**src/rtl/sipo_deser.sv**
```systemverilog
// sipo_deser: serial-in parallel-out frame deserializer with sof framing.
// Ports: clk, rst (sync active-low), ser_in/ser_vld/sof in; par_out,
// par_vld, busy, frm_err, par_err out. Define SIPO_PARITY_EN for a
// trailing even-parity bit per frame (par_err checks it; else tied 0).
module sipo_deser #(
  parameter int WIDTH     = 4,
  parameter bit MSB_FIRST = 1'b1
) (
  input  logic             clk,
  input  logic             rst,
  input  logic             ser_in,
  input  logic             ser_vld,
  input  logic             sof,
  output logic [WIDTH-1:0] par_out,
  output logic             par_vld,
  output logic             busy,
  output logic             frm_err,
  output logic             par_err
);

  localparam int CW = $clog2(WIDTH + 1);

  typedef enum logic [1:0] {
    IDLE   = 2'd0,
`ifdef SIPO_PARITY_EN
    PARITY = 2'd2,
`endif
    SHIFT  = 2'd1
  } state_t;

  state_t           st;
  state_t           st_nxt;
  logic [CW-1:0]    cnt;
  logic [WIDTH-1:0] sr;
  logic [WIDTH-1:0] sr_nxt;
  logic [WIDTH-1:0] first_w;
  logic [WIDTH-1:0] shift_w;
  logic             last;
  logic             start;
  logic             shift;
  logic             done;
  logic             ferr;

  assign last = (cnt == CW'(WIDTH - 1));

  always_ff @(posedge clk) begin
    if (!rst) st <= IDLE;
    else      st <= st_nxt;
  end

  always_comb begin
    st_nxt = st;
    unique case (st)
      IDLE: begin
        if (ser_vld && sof) st_nxt = SHIFT;
      end
      SHIFT: begin
        if (ser_vld && !sof && last)
`ifdef SIPO_PARITY_EN
          st_nxt = PARITY;
`else
          st_nxt = IDLE;
`endif
      end
`ifdef SIPO_PARITY_EN
      PARITY: begin
        if (ser_vld) st_nxt = sof ? SHIFT : IDLE;
      end
`endif
      default: st_nxt = IDLE;
    endcase
  end

  // A sof bit always opens a new frame; outside IDLE it also
  // aborts the partial one.
  always_comb begin
    start = ser_vld && sof;
    ferr  = start && (st != IDLE);
    shift = ser_vld && !sof && (st == SHIFT);
`ifdef SIPO_PARITY_EN
    done  = ser_vld && !sof && (st == PARITY);
`else
    done  = shift && last;
`endif
  end

  always_comb begin
    first_w = MSB_FIRST ? WIDTH'(ser_in)
                        : {ser_in, {(WIDTH-1){1'b0}}};
    shift_w = MSB_FIRST ? {sr[WIDTH-2:0], ser_in}
                        : {ser_in, sr[WIDTH-1:1]};
    sr_nxt  = sr;
    if (start)      sr_nxt = first_w;
    else if (shift) sr_nxt = shift_w;
  end

  always_ff @(posedge clk) begin
    if (!rst) begin
      cnt     <= '0;
      sr      <= '0;
      par_out <= '0;
      par_vld <= 1'b0;
      frm_err <= 1'b0;
    end else begin
      sr      <= sr_nxt;
      par_vld <= done;
      frm_err <= ferr;
      if (start)      cnt <= CW'(1);
      else if (done)  cnt <= '0;
      else if (shift) cnt <= cnt + CW'(1);
`ifdef SIPO_PARITY_EN
      if (done) par_out <= sr;
`else
      if (done) par_out <= sr_nxt;
`endif
    end
  end

`ifdef SIPO_PARITY_EN
  always_ff @(posedge clk) begin
    if (!rst) par_err <= 1'b0;
    else      par_err <= done && ((^sr) ^ ser_in);
  end
`else
  assign par_err = 1'b0;
`endif

  assign busy = (st != IDLE);

endmodule
```
**config.mk**
```make
export PLATFORM = sky130hd
export DESIGN_NAME = sipo_deser
export DESIGN_NICKNAME = d
export VERILOG_FILES = /design/src/rtl/sipo_deser.sv
export SDC_FILE = /design/constraint.sdc
export NUM_CORES = 1
export LEC_CHECK = 0
export CAP_MARGIN = 20
export CORE_AREA = 3 3 40 42
export CTS_BUF_LIST = sky130_fd_sc_hd__clkbuf_8 sky130_fd_sc_hd__clkbuf_16
export DETAILED_ROUTE_END_ITERATION = 10
export DIE_AREA = 0 0 43 45
export GPL_TIMING_DRIVEN = 0
export HOLD_SLACK_MARGIN = 0.15
export PLACE_DENSITY = 0.78
export REMOVE_ABC_BUFFERS = 1
export SLEW_MARGIN = 20
export SYNTH_ARGS = -nofsm -noshare
export SYNTH_HDL_FRONTEND = slang
export SYNTH_SLANG_ARGS = --single-unit
```
**constraint.sdc**
```tcl
create_clock -name clk -period 1.5 [get_ports clk]
set_clock_uncertainty 0.05 [all_clocks]
set_input_delay 0.375 -clock clk [delete_from_list [all_inputs] [get_ports clk]]
set_output_delay 0.375 -clock clk [all_outputs]
set_load 0.02 [all_outputs]
```
==> flow_summary_export.csv, run 1 <==
group,metric,value,unit
synth,synth_warnings,0,
timing,post-route-period-util,95.2,%
critical_path,endpoint_kind,"register",
clock_network,clock_path_buffers,2,
critical_path,slowest_stage,"clkdlybuf4s50_1",
grt,grt_pass1_wl,1700,um
grt,grt_max_degree,18,
detailed_routing,ant_nets,0,
floorplan,die_area,1940,um2
layout,multi_input_area,289,um2
placement,io_buffers,11,
clock_network,root_buffer,"clkbuf_8",
clock_network,cts_tree,"done",
timing,period_needed,1.43,ns
floorplan,fp.dieH,45,um
placement,dp_hpwl,709,um
synth,yosys.area_share.adder,4.42,%
clock_network,path_clk_slew,0.05,ns
grt,antenna_found_initial,0,
clock_network,cts.sinks,13,
critical_path,cp.required,1.58,ns
critical_path,path_class,"in -> reg",
synth,synth_simple_gate_area_share,28.3,%
synth,synth_top_family_by_area,"simple AND/OR/NAND/NOR gates",
floorplan,core,1280,um2
status,run_status,"completed",
synth,synth-edff-count,0,
run,maxCapViolCount,0,
grt,grtUsageTotal,12.4,%
synth,synth_top_area_share,45.9,%
grt,grt_overflow_total,0,
synth,synth-seq-area-share,45.9,%
clock_network,cts.htree.levels,1,
grt,grt_pass1_vias,418,
detailed_routing,via_count,485,
synth,synth_cell_type_count,26,
min_path,hp-class,"reg -> reg",
layout,drive_above_1_share,12.0,%
critical_path,critPathArrivalTime,1.51,ns
synth,avgSynthCellArea,9.00,um2
critical_path,cpPeakStageDelay,0.61,ns
timing,slew_headroom,60.7,%
synth,synth_area,567,um2
floorplan,initial_utilization,44.1,%
clock_network,insertion_delay,0.24,ns
layout,area_growth,28.0,%
layout,regArea,262,um2
synth,synth_flop_cell,"dfxtp_1",
layout,fin_nets,83,
synth,synthCells,63,
critical_path,crit_chain,"clkdlybuf4s50_1, and4b_4, nand2b_4, nor2_1",
timing,setup_viol,0,
detailed_routing,drc_errors,0,
synth,async_reset_ff_share,0,%
clock_network,ctsHoldBuffers,0,
floorplan,rows,13,
layout,n_antenna_cell,0,
layout,fillCellCount,133,
timing,report.final.slew_viol_count,0,
critical_path,crit_fanout,9,
synth,yosys.area_share.xor_xnor,0,%
pwr,power.leakage,0.320,nW
timing,whs,0.406,ns
pwr,cellPowerDensity,982,nW/um2
detailed_routing,drtIter0Drc,1,
pwr,finalPower,0.713,mW
timing,max_slew.worst_pin.slew,0.588,ns
floorplan,fp.dieW,43,um
timing,hold_viol_final,0,
timing,fmax,700,MHz
synth,synth_compound_area_share,13.2,%
synth,yosys.cell_count.top_type,"dfxtp_1",
synth,yosysTopAreaCell,"dfxtp_1",
synth,muxShareOfSynthArea,1.77,%
synth,synth_area_leaders,"dfxtp_1 (46%), o21ai_0 (5.3%), nand2_1 (4.6%)",
synth,ys_ff_latch,13,
placement,place.gp.congestion,0.730,
floorplan,ios,13,
synth,synthTopCellsByCount,"dfxtp_1 (13), nand2_1 (7), o21ai_0 (6)",
pwr,peakVddDrop,0.000459,V
detailed_routing,wl,1060,um
critical_path,start_kind,"input port",
detailed_routing,firstDrtPassIters,3,
clock_network,post_cts_buffers,0,
detailed_routing,vias_per_cell,5.39,
clock_network,numCtsBuffers,3,
detailed_routing,wl_per_cell,11.8,um
[routing by layer]
metal,routed length [um],vias to the layer above,global-route usage (%)
li1,-,243,-
met2,503,11,20.4
met3,48,4,3.59
met1,473,227,12.4
met5,0,-,0
met4,38,0,12.7
[critical path, delay by kind of cell]
family        cells  cell delay, ns
buf+inv           1            0.61
simple gates      3            0.52
[kinds of logic (layout without fill, tap and decap cells)]
family          Yosys count  after routing
simple gates             27             28
compound gates           14             14
flops                    13             13
buf+inv                   5             16
fa+ha+maj                 2              2
other cells               1              1
mux                       1              1
[placed cells by master, fill, tap and decap left out, drive strengths merged, types with 2 or more instances in the layout]
cell,count
a21oi,6
and2,2
and4b,2
clkbuf,3
clkdlybuf4s50,2
dfxtp,13
dlygate4sd2,6
dlymetal6s2s,2
ha,2
inv,2
nand2,7
nand2b,2
nand3,4
nand3b,3
nor2,3
nor2b,3
o21ai,7
[path summary, 6_finish.rpt]
| path | startpoint | endpoint | slack (ns) | cells after the start |
|---|---|---|---|---|
| worst max register to register | cnt[0] | st[0] | 0.15 | 5 |
| worst min-delay path | par_out[2] | par_out[2] | 0.41 | 2 |
| worst max-delay path | ser_vld | st[0] | 0.07 | 4 |
| worst min register to register | par_out[2] | par_out[2] | 0.41 | 2 |
[cell type report]
type / instances / area share, %
clock buffers: 3 / 5.69
multi-input cells: 46 / 39.8
inverters: 1 / 0.517
clock inverters: 1 / 0.517
flip-flops and latches: 13 / 36.0
well taps: 15 / 2.59
repair buffers: 11 / 14.8
[power by group]
| group | internal, mW | leakage [nW] | switching (mW) | total, mW |
|---|---|---|---|---|
| Combinational | 0.0248 | 0.187 | 0.0295 | 0.0543 |
| Clock | 0.180 | 0.0269 | 0.118 | 0.298 |
| Sequential | 0.353 | 0.106 | 0.00786 | 0.361 |
[metrics by stage]
stage | setup TNS, ns | setup slack (ns) | area, um2 | util [%] | cells
after detailed placement | -2.90 | -0.348 | 667 | 51.9 | 85
after CTS | 0 | 0.00862 | 706 | 54.9 | 89
after global placement | -2.59 | -0.334 | 667 | 51.9 | 85
final | 0 | 0.0721 | 726 | 56.5 | 90
after floorplan | 0 | 0.189 | 538 | - | 59
after global routing | -0.00726 | -0.00726 | 726 | 56.5 | 90
[what timing repair did]
item / 4_1_cts / 5_1_grt
pin swaps: 0 / 0
cloned: 0 / 1
resized for setup: 9 / 5
endpoints found under the setup margin: 10 / 8
[sequential cells by signal, summed over array words and instances (netlist names)]
register and flops:
par_out 4, cnt 3, sr 3, frm_err 1
par_vld 1, st 1
(Power assumes the default switching activity.)
==> inputs of run 2 (changes only) <==
--- a/config.mk
+++ b/config.mk
@@ -5,7 +5,6 @@
 export SDC_FILE = /design/constraint.sdc
 export NUM_CORES = 1
 export LEC_CHECK = 0
-export CAP_MARGIN = 20
 export CORE_AREA = 3 3 40 42
 export CTS_BUF_LIST = sky130_fd_sc_hd__clkbuf_8 sky130_fd_sc_hd__clkbuf_16
 export DETAILED_ROUTE_END_ITERATION = 10
@@ -13,7 +12,6 @@
 export GPL_TIMING_DRIVEN = 0
 export HOLD_SLACK_MARGIN = 0.15
 export PLACE_DENSITY = 0.78
-export REMOVE_ABC_BUFFERS = 1
 export SLEW_MARGIN = 20
 export SYNTH_ARGS = -nofsm -noshare
 export SYNTH_HDL_FRONTEND = slang
==> run 2 against run 1 <==
Net effect: fmax increased by 0.42%; first-iteration DRC count increased to 6.0 times the previous value; via count decreased by 4.9%; clock power increased by 2%; worst setup slack improved by 0.0059 ns; utilization increased by 0.19 points; final cell count increased by 2.2%; register-to-register slack got worse by 0.04 ns; largest power group unchanged.
==> flow_summary_export.csv, run 2 (synthesized netlist as in run 1, its figures left out) <==
group,metric,value,unit
status,run_status,"completed",
floorplan,fp.dieW,43,um
floorplan,initial_utilization,44.1,%
detailed_routing,via_count,461,
floorplan,core,1280,um2
layout,final_cell_mix,"dfxtp_1 (12), nand2_1 (7), dlygate4sd2_1 (7)",
layout,largest_reg_flops,4,
timing,setup_viol,0,
critical_path,endpoint_kind,"output port",
timing,rsz0062_at_grt,"false",
layout,fillCellCount,118,
detailed_routing,ant_nets,0,
placement,dp.cells,88,
grt,antenna_found_initial,0,
grt,grt_pass1_vias,434,
pwr,power.leakage,0.335,nW
timing,period_needed,1.42,ns
layout,reg_top3,"par_out (4), cnt (3), sr (3)",
grt,grt_max_degree,11,
clock_network,ctsHoldBuffers,0,
run,maxCapViolCount,0,
clock_network,path_clk_slew,0.06,ns
layout,area_growth,28.5,%
critical_path,critPathArrivalTime,1.00,ns
detailed_routing,wl,1060,um
layout,final_common_cell,"dfxtp_1",
clock_network,root_buffer,"clkbuf_8",
detailed_routing,drtIter0Drc,6,
grt,grt_pass1_wl,1770,um
layout,layout.cells.non_filler,92,
synth,syn_nets,70,
timing,fmax,703,MHz
min_path,hp-class,"reg -> reg",
grt,grtUsageTotal,12.2,%
layout,largest-register,"par_out",
clock_network,cts.sinks,13,
critical_path,timing.critical_path.buf_inv,1,
clock_network,insertion_delay,0.24,ns
clock_network,cts_tree,"done",
clock_network,cts.htree.levels,1,
detailed_routing,firstDrtPassIters,4,
critical_path,cp.required,1.07,ns
critical_path,crit_chain,"dlygate4sd2_1",
pwr,peakVddDrop,0.000877,V
timing,post-route-period-util,94.8,%
placement,dp_hpwl,729,um
layout,n_antenna_cell,0,
detailed_routing,drc_errors,0,
layout,final_core_util,56.7,%
timing,report.final.slew_viol_count,0,
critical_path,r2r_setup_slack,0.11,ns
pwr,cellPowerDensity,989,nW/um2
floorplan,die_area,1940,um2
floorplan,ios,13,
timing,hold_viol_final,0,
critical_path,slowest_stage,"dfxtp_2",
layout,postLayoutCellArea,728,um2
floorplan,fp.dieH,45,um
detailed_routing,wl_per_cell,11.5,um
floorplan,rows,13,
layout,fin_nets,85,
clock_network,numCtsBuffers,3,
placement,place.gp.congestion,0.772,
detailed_routing,vias_per_cell,5.01,
placement,io_buffers,10,
grt,grt_overflow_total,0,
critical_path,path_class,"reg -> out",
critical_path,cpPeakStageDelay,0.40,ns
critical_path,crit_fanout,9,
critical_path,start_kind,"register",
layout,drive_above_1_share,14.3,%
placement,dpl_cell_area,686,um2
clock_network,clock_path_buffers,2,
critical_path,path_delay_family,"flip-flops",
## run 2: where the power goes
group | switching (mW) | total (mW) | leakage (nW) | internal [mW]
logic | 0.0304 | 0.0554 | 0.202 | 0.0250
registers | 0.00763 | 0.361 | 0.106 | 0.353
clock network | 0.124 | 0.305 | 0.0269 | 0.180
total | 0.162 | 0.720 | 0.335 | 0.558
## run 2: per-stage QoR
| stage | power (mW) | TNS, ns | setup slack (ns) | hold slack [ns] |
|---|---|---|---|---|
| finish | 0.720 | 0 | 0.0780 | 0.401 |
| global route | 0.756 | 0 | 0.0322 | 0.423 |
| CTS | 0.721 | 0 | 0.0301 | 0.406 |
| detailed placement | 0.425 | -2.03 | -0.224 | 0.401 |
| global placement | 0.423 | -1.68 | -0.192 | 0.398 |
| floorplan | 0.401 | 0 | 0.181 | 0.400 |
## run 2: final cells by class
| class | instances | area, um2 | share of cell area (%) |
|---|---|---|---|
| Buffer | 4 | 28.8 | 3.95 |
| Clock buffer | 3 | 41.3 | 5.67 |
| Clock inverter | 1 | 3.75 | 0.515 |
| Inverter | 1 | 3.75 | 0.515 |
| Multi-Input combinational cell | 45 | 274 | 37.6 |
| Sequential cell | 13 | 262 | 35.9 |
| Tap cell | 15 | 18.8 | 2.58 |
| Timing Repair Buffer | 10 | 96.3 | 13.2 |
## run 2: path summary, 6_finish.rpt
path | from | to | cells after the start
min | par_out[3] | par_out[3] | 2
max | st[0] | busy | 1
min reg2reg | par_out[3] | par_out[3] | 2
max reg2reg | cnt[0] | st[0] | 6
## run 2: timing repair
| action | 4_1_cts | 5_1_grt |
|---|---|---|
| gates resized for setup | 8 | 3 |
| pin swaps | 0 | 0 |
| setup buffers | 0 | 0 |
| endpoints found under the setup margin | 7 | 4 |
## run 2: per-layer routing
layer  track usage (%)  part of all wire, %  vias up
li1                  -                    -      241
met1              13.9                   44      210
met2              20.4                   50       10
met3              5.58                  5.7        0
met4              4.22                    0        0
met5                 0                    0        -
==> inputs of run 3 (changes only) <==
--- a/config.mk
+++ b/config.mk
@@ -7,6 +7,7 @@
 export LEC_CHECK = 0
 export CORE_AREA = 3 3 40 42
 export CTS_BUF_LIST = sky130_fd_sc_hd__clkbuf_8 sky130_fd_sc_hd__clkbuf_16
+export CTS_CLUSTER_SIZE = 10
 export DETAILED_ROUTE_END_ITERATION = 10
 export DIE_AREA = 0 0 43 45
 export GPL_TIMING_DRIVEN = 0
==> results of run 3 <==
Same layout as run 2: the final DEF is identical, and so are final timing and power.
==> edit 1, RTL diff (config.mk and constraints of run 3) <==
`WIDTH`: 4 -> 2.
--- a/src/rtl/sipo_deser.sv
+++ b/src/rtl/sipo_deser.sv
@@ -3,7 +3,7 @@
 // par_vld, busy, frm_err, par_err out. Define SIPO_PARITY_EN for a
 // trailing even-parity bit per frame (par_err checks it; else tied 0).
 module sipo_deser #(
-  parameter int WIDTH     = 4,
+  parameter int WIDTH     = 2,
   parameter bit MSB_FIRST = 1'b1
 ) (
   input  logic             clk,
Interface: changed (resized par_out); port bits go from 13 to 11. No check against the original RTL was run, so the function may have changed too.
==> edit 1 against run 3 <==
Sequential power decreased by 37%; register-to-register slack improved by 0.17 ns; sequential cell count decreased by 5; worst setup slack got worse by 0.0024 ns; design area decreased by 37%; synthesized area decreased by 42%; total power decreased by 27%; first-iteration DRC count decreased by 33%; routed wire length decreased by 45%; largest cell class is now sequential cells; highest routed layer unchanged.
==> edit 1: results (changes against run 3) <==
| Metric | Value |
|---|---|
| Clock network area share | `0.0899 (was 0.0619)` |
| Inverters | `2 (was 1)` |
| Reg clk slew, reported paths | `0.04 ns (was 0.06 ns)` |
| Met3 wire length | `65 um (was 61 um)` |
| CTS sink count | `8 (was 13)` |
| FF-to-FF setup slack | `0.28 ns (was 0.11 ns)` |
| Hold Slack | `0.385 ns (was 0.401 ns)` |
| Vias/cell | `4.29 (was 5.01)` |
| Adder-Cell Fraction of Synth Area | `0.0382 (was 0.0442)` |
| Placed insts | `62 (was 88)` |
| Commonest cells post-synth | `dfxtp_1 (8), nand2_1 (7), nor2_1 (6) (was dfxtp_1 (13), nand2_1 (7), o21ai_0 (6), a21oi_1 (5), nand3_1 (4))` |
| Reg area | `160 um2 (was 262 um2)` |
| CP max FO | `6 (was 9)` |
| Gpl congestion | `0.729 (was 0.772)` |
| First-pass DRT Iterations | `2 (was 4)` |
| Multi-input gate share of total cell area | `0.311 (was 0.376)` |
| Synth-to-Final Area Change | `40.1% (was 28.5%)` |
| Vias in the first global route | `199 (was 434)` |
| Nets@finish | `59 (was 85)` |
| 1st-iter DRT viols | `4 (was 6)` |
| Outcome | `complete, no violations (unchanged)` |
| First-pass GRT wire length | `800 um (was 1770 um)` |
| Count of cell types in the netlist | `18 (was 26)` |
| Largest cells by area after synthesis | `dfxtp_1 (49%), nand2_1 (8.0%), nor2_1 (6.9%) (was dfxtp_1 (46%), o21ai_0 (5.3%), nand2_1 (4.6%))` |
| Combinational logic power | `47.1 uW (was 55.4 uW)` |
| R2R depth | `4 (was 6)` |
| Switching share of power | `0.208 (was 0.225)` |
| Part of the power in registers | `0.431 (was 0.500)` |
| Post-Syn Nets | `46 (was 70)` |
| Worst hold endpoint | `cnt[1] (was par_out[3])` |
| LEAKAGE | `0.000211 uW (was 0.000335 uW)` |
| WL final | `586 um (was 1060 um)` |
| R2R Path End | `par_out[0] (was st[0])` |
| Dpl hpwl | `433 um (was 729 um)` |
| Final non-clock buffer share | `0.193 (was 0.172)` |
| Drt wl/cell | `8.88 um (was 11.5 um)` |
| Crit path from | `sof (was st[0])` |
| Hold Startpoint | `rst (was par_out[3])` |
| Post-Route M1 WL | `275 um (was 471 um)` |
| Hold path cells | `3 (was 2)` |
| Peak VDD IR | `0.488 mV (was 0.877 mV)` |
| Layout fillers | `131 (was 118)` |
| Layout cell share with drive strength beyond 1 | `0.137 (was 0.143)` |
| Register area share after synthesis | `0.489 (was 0.459)` |
| Post-synthesis cell count | `40 (was 63)` |
| PortBufs | `7 (was 10)` |
edit 1: changes by cell type after synthesis, moves of 2 or more:
cell and change:
nor2b_1 -3, nand3b_1 -3, a21oi_1 -4, nand3_1 -2, nor2_1 +4, o21ai_0 -4
dfxtp_1 -5
edit 1: metal layers:
| metal | track usage | vias to the layer above |
|---|---|---|
| met5 | 0 | - |
| met4 | 0.0361 | 0 |
| met3 | 0.0637 | 0 |
| met2 | 0.0749 | 12 |
| met1 | 0.0660 | 116 |
| li1 | - | 155 |
edit 1: through the flow:
stage | total power (uW) | util | setup WS (ns) | cell area, um2 | TNS (ns)
final | 525 | 0.357 | 0.0756 | 459 | 0
after CTS | 530 | 0.352 | 0.0624 | 452 | 0
after global placement | 277 | 0.324 | -0.106 | 417 | -0.259
after detailed placement | 278 | 0.324 | -0.147 | 417 | -0.369
after floorplan | 261 | - | 0.419 | 328 | 0
after global routing | 545 | 0.357 | -0.000959 | 459 | -0.000959
edit 1: critical path: stages:
cell	delay, ns
clkdlybuf4s50_1	0.49
nand4b_1	0.36
nand3_1	0.16
o21ai_0	0.08
edit 1: cell families after synthesis:
group / count (synthesis)
buffers and inverters: 5
other: 1
muxes: 1
and+or+nand+nor: 17
adders and majority gates: 1
AOI/OAI and AO/OA: 7
DFF: 8
edit 1: how the worst max path moves through the flow:
| stage | slack (ns) | to |
|---|---|---|
| CTS | 0.06 | busy |
| detailed placement | -0.15 | par_out[0] |
| global route | -0.001 | par_out[0] |
| finish | 0.08 | par_out[0] |
| global placement | -0.11 | par_out[0] |
| floorplan | 0.42 | par_out[0] |
edit 1: what timing repair did:
item	CTS	global route
pin swaps	0	0
setup buffers	0	1
hold buffers	0	0
endpoints found under the setup margin	5	2
resized for setup	5	0
==> edit 2, RTL diff (config.mk and constraints of run 3) <==
Without the edit above. Put one more register stage on the output `frm_err`, cleared by the reset. The value now appears one clock later. The other outputs are not delayed to match.
--- a/src/rtl/sipo_deser.sv
+++ b/src/rtl/sipo_deser.sv
@@ -27,6 +27,8 @@
 `endif
     SHIFT  = 2'd1
   } state_t;
+
+  logic frm_err_s0;
 
   state_t           st;
   state_t           st_nxt;
@@ -100,11 +102,11 @@
       sr      <= '0;
       par_out <= '0;
       par_vld <= 1'b0;
-      frm_err <= 1'b0;
+      frm_err_s0 <= 1'b0;
     end else begin
       sr      <= sr_nxt;
       par_vld <= done;
-      frm_err <= ferr;
+      frm_err_s0 <= ferr;
       if (start)      cnt <= CW'(1);
       else if (done)  cnt <= '0;
       else if (shift) cnt <= cnt + CW'(1);
@@ -127,4 +129,12 @@
 
   assign busy = (st != IDLE);
 
+  always_ff @(posedge clk) begin
+    if (!rst) begin
+      frm_err <= '0;
+    end else begin
+      frm_err <= frm_err_s0;
+    end
+  end
+
 endmodule
Function: changed (a bounded check fails within 4 cycles, from zero or initial values and one cycle with rst low).
==> edit 2 against run 3 <==
Combinational power grew 4.7%; total power grew 12%; design area grew 5.7%; routed wire length grew 10%; global-route usage grew 1.3 points; synthesized cell count grew 3.2%; first-iteration DRC count shrank 50%; sequential cell count grew 1; critical endpoint is now st[0]; synthesized area grew 4.6%; worst setup slack gained 0.014 ns; worst hold slack lost 0.011 ns.
==> edit 2: results (changes against run 3) <==
| Metric | Value |
|---|---|
| Outcome | `complete, no violations (unchanged)` |
| FF-to-FF setup slack | `0.09 ns (was 0.11 ns)` |
| Proportion of synthesized area in mux cells | `0.0169 (was 0.0177)` |
| Post-Syn Nets | `72 (was 70)` |
| Hold Slack | `0.390 ns (was 0.401 ns)` |
| First-pass DRT Iterations | `3 (was 4)` |
| Commonest cells post-synth | `dfxtp_1 (14), nand2_1 (7), o21ai_0 (6), a21oi_1 (5), nand3_1 (4) (was dfxtp_1 (13), nand2_1 (7), o21ai_0 (6), a21oi_1 (5), nand3_1 (4))` |
| First-pass GRT wire length | `1910 um (was 1770 um)` |
| WP data arrival | `1.54 ns (was 1.00 ns)` |
| Gpl congestion | `0.740 (was 0.772)` |
| Reg clk slew, reported paths | `0.05 ns` |
| Nets@finish | `87 (was 85)` |
| Largest cells by area after synthesis | `dfxtp_1 (47%), o21ai_0 (5.1%), nand2_1 (4.4%) (was dfxtp_1 (46%), o21ai_0 (5.3%), nand2_1 (4.6%))` |
| Vias/cell | `5.18 (was 5.01)` |
| Root Driver | `clkbuf_8 (unchanged)` |
| Top delay family on crit path | `simple AND/OR/NAND/NOR gates (was flip-flops)` |
| Synth Area in Compound Gates | `0.127 (was 0.132)` |
| LEAKAGE | `0.000345 uW (was 0.000335 uW)` |
| Worst setup SP type | `flip-flop (unchanged)` |
| Dpl hpwl | `769 um (was 729 um)` |
| Layout cell share with drive strength beyond 1 | `0.177 (was 0.143)` |
| Crit path largest cell delay | `0.32 ns (was 0.40 ns)` |
| 1st-iter DRT viols | `3 (was 6)` |
| Vias in the first global route | `456 (was 434)` |
| Adder-Cell Fraction of Synth Area | `0.0422 (was 0.0442)` |
| Area after DPL | `712 um2 (was 686 um2)` |
| CP max FO | `10 (was 9)` |
| Worst Setup EP | `st[0] (was busy)` |
| Drt wl/cell | `12.5 um (was 11.5 um)` |
| Peak VDD IR | `0.553 mV (was 0.877 mV)` |
| GRT Total Usage | `0.135 (was 0.122)` |
| Register area share after synthesis | `0.473 (was 0.459)` |
-- edit 2: changes by cell type in the layout (fill, tap and decap cells not counted) --
cell,run 3,this run
clkdlybuf4s15_1,0,1
and2_0,0,1
nor2_1,2,1
dlygate4sd2_1,7,6
inv_1,2,1
nor2_2,1,2
dfxtp_2,1,2
clkbuf_8,3,4
-- edit 2: cells by family after synthesis --
logic type               after synthesis
multiplexers                           1
flip-flops                            14
AND/OR/NAND/NOR                       28
buffers and inverters                  5
adder cells (fa/ha/maj)                2
other                                  1
AO/OA/AOI/OAI                         14
-- edit 2: report_power, final --
part / switching (uW) / leakage [uW] / internal [uW]
clock: 128 / 0.0000288 / 232
sequential: 7.56 / 0.000114 / 380
combinational: 32.1 / 0.000202 / 25.9
-- edit 2: worst min-delay path by stage --
| stage | start | depth (start not counted) | to |
|---|---|---|---|
| after floorplan | frm_err_s0 | 1 | frm_err |
| after global placement | frm_err_s0 | 1 | frm_err |
| after detailed placement | frm_err_s0 | 1 | frm_err |
| after CTS | frm_err_s0 | 1 | frm_err |
| after global routing | frm_err_s0 | 1 | frm_err |
| final | frm_err_s0 | 1 | frm_err |
-- edit 2: per-layer routing --
layer	vias to the layer above	wire [um]	GRT usage
met5	-	0	0
met4	0	34	0.0904
met3	5	38	0.0359
met2	10	557	0.210
met1	224	541	0.164
li1	248	-	-
-- edit 2: repair_timing --
item | CTS | global route
gates resized for setup | 8 | 5
hold buffers | 0 | 0
setup endpoints to repair | 7 | 9
-- edit 2: layout make-up --
| type | instances | area, um2 |
|---|---|---|
| fill | 121 | 515 |
| sequential | 14 | 283 |
| multi-input combinational | 46 | 283 |
| timing repair buffer | 10 | 97.6 |
| clock buffer | 4 | 55.1 |
| buffer | 4 | 28.8 |
| tap | 15 | 18.8 |
| inverter | 1 | 3.75 |
-- edit 2: through the flow --
step	worst slack [ns]	instances	power (uW)	util	TNS, ns
after floorplan	0.181	65	428	-	0
after global placement	-0.195	90	450	0.554	-1.73
after detailed placement	-0.205	90	452	0.554	-1.93
after CTS	0.00478	94	814	0.591	0
after global routing	0.00597	94	833	0.599	0
final	0.0916	94	806	0.599	0
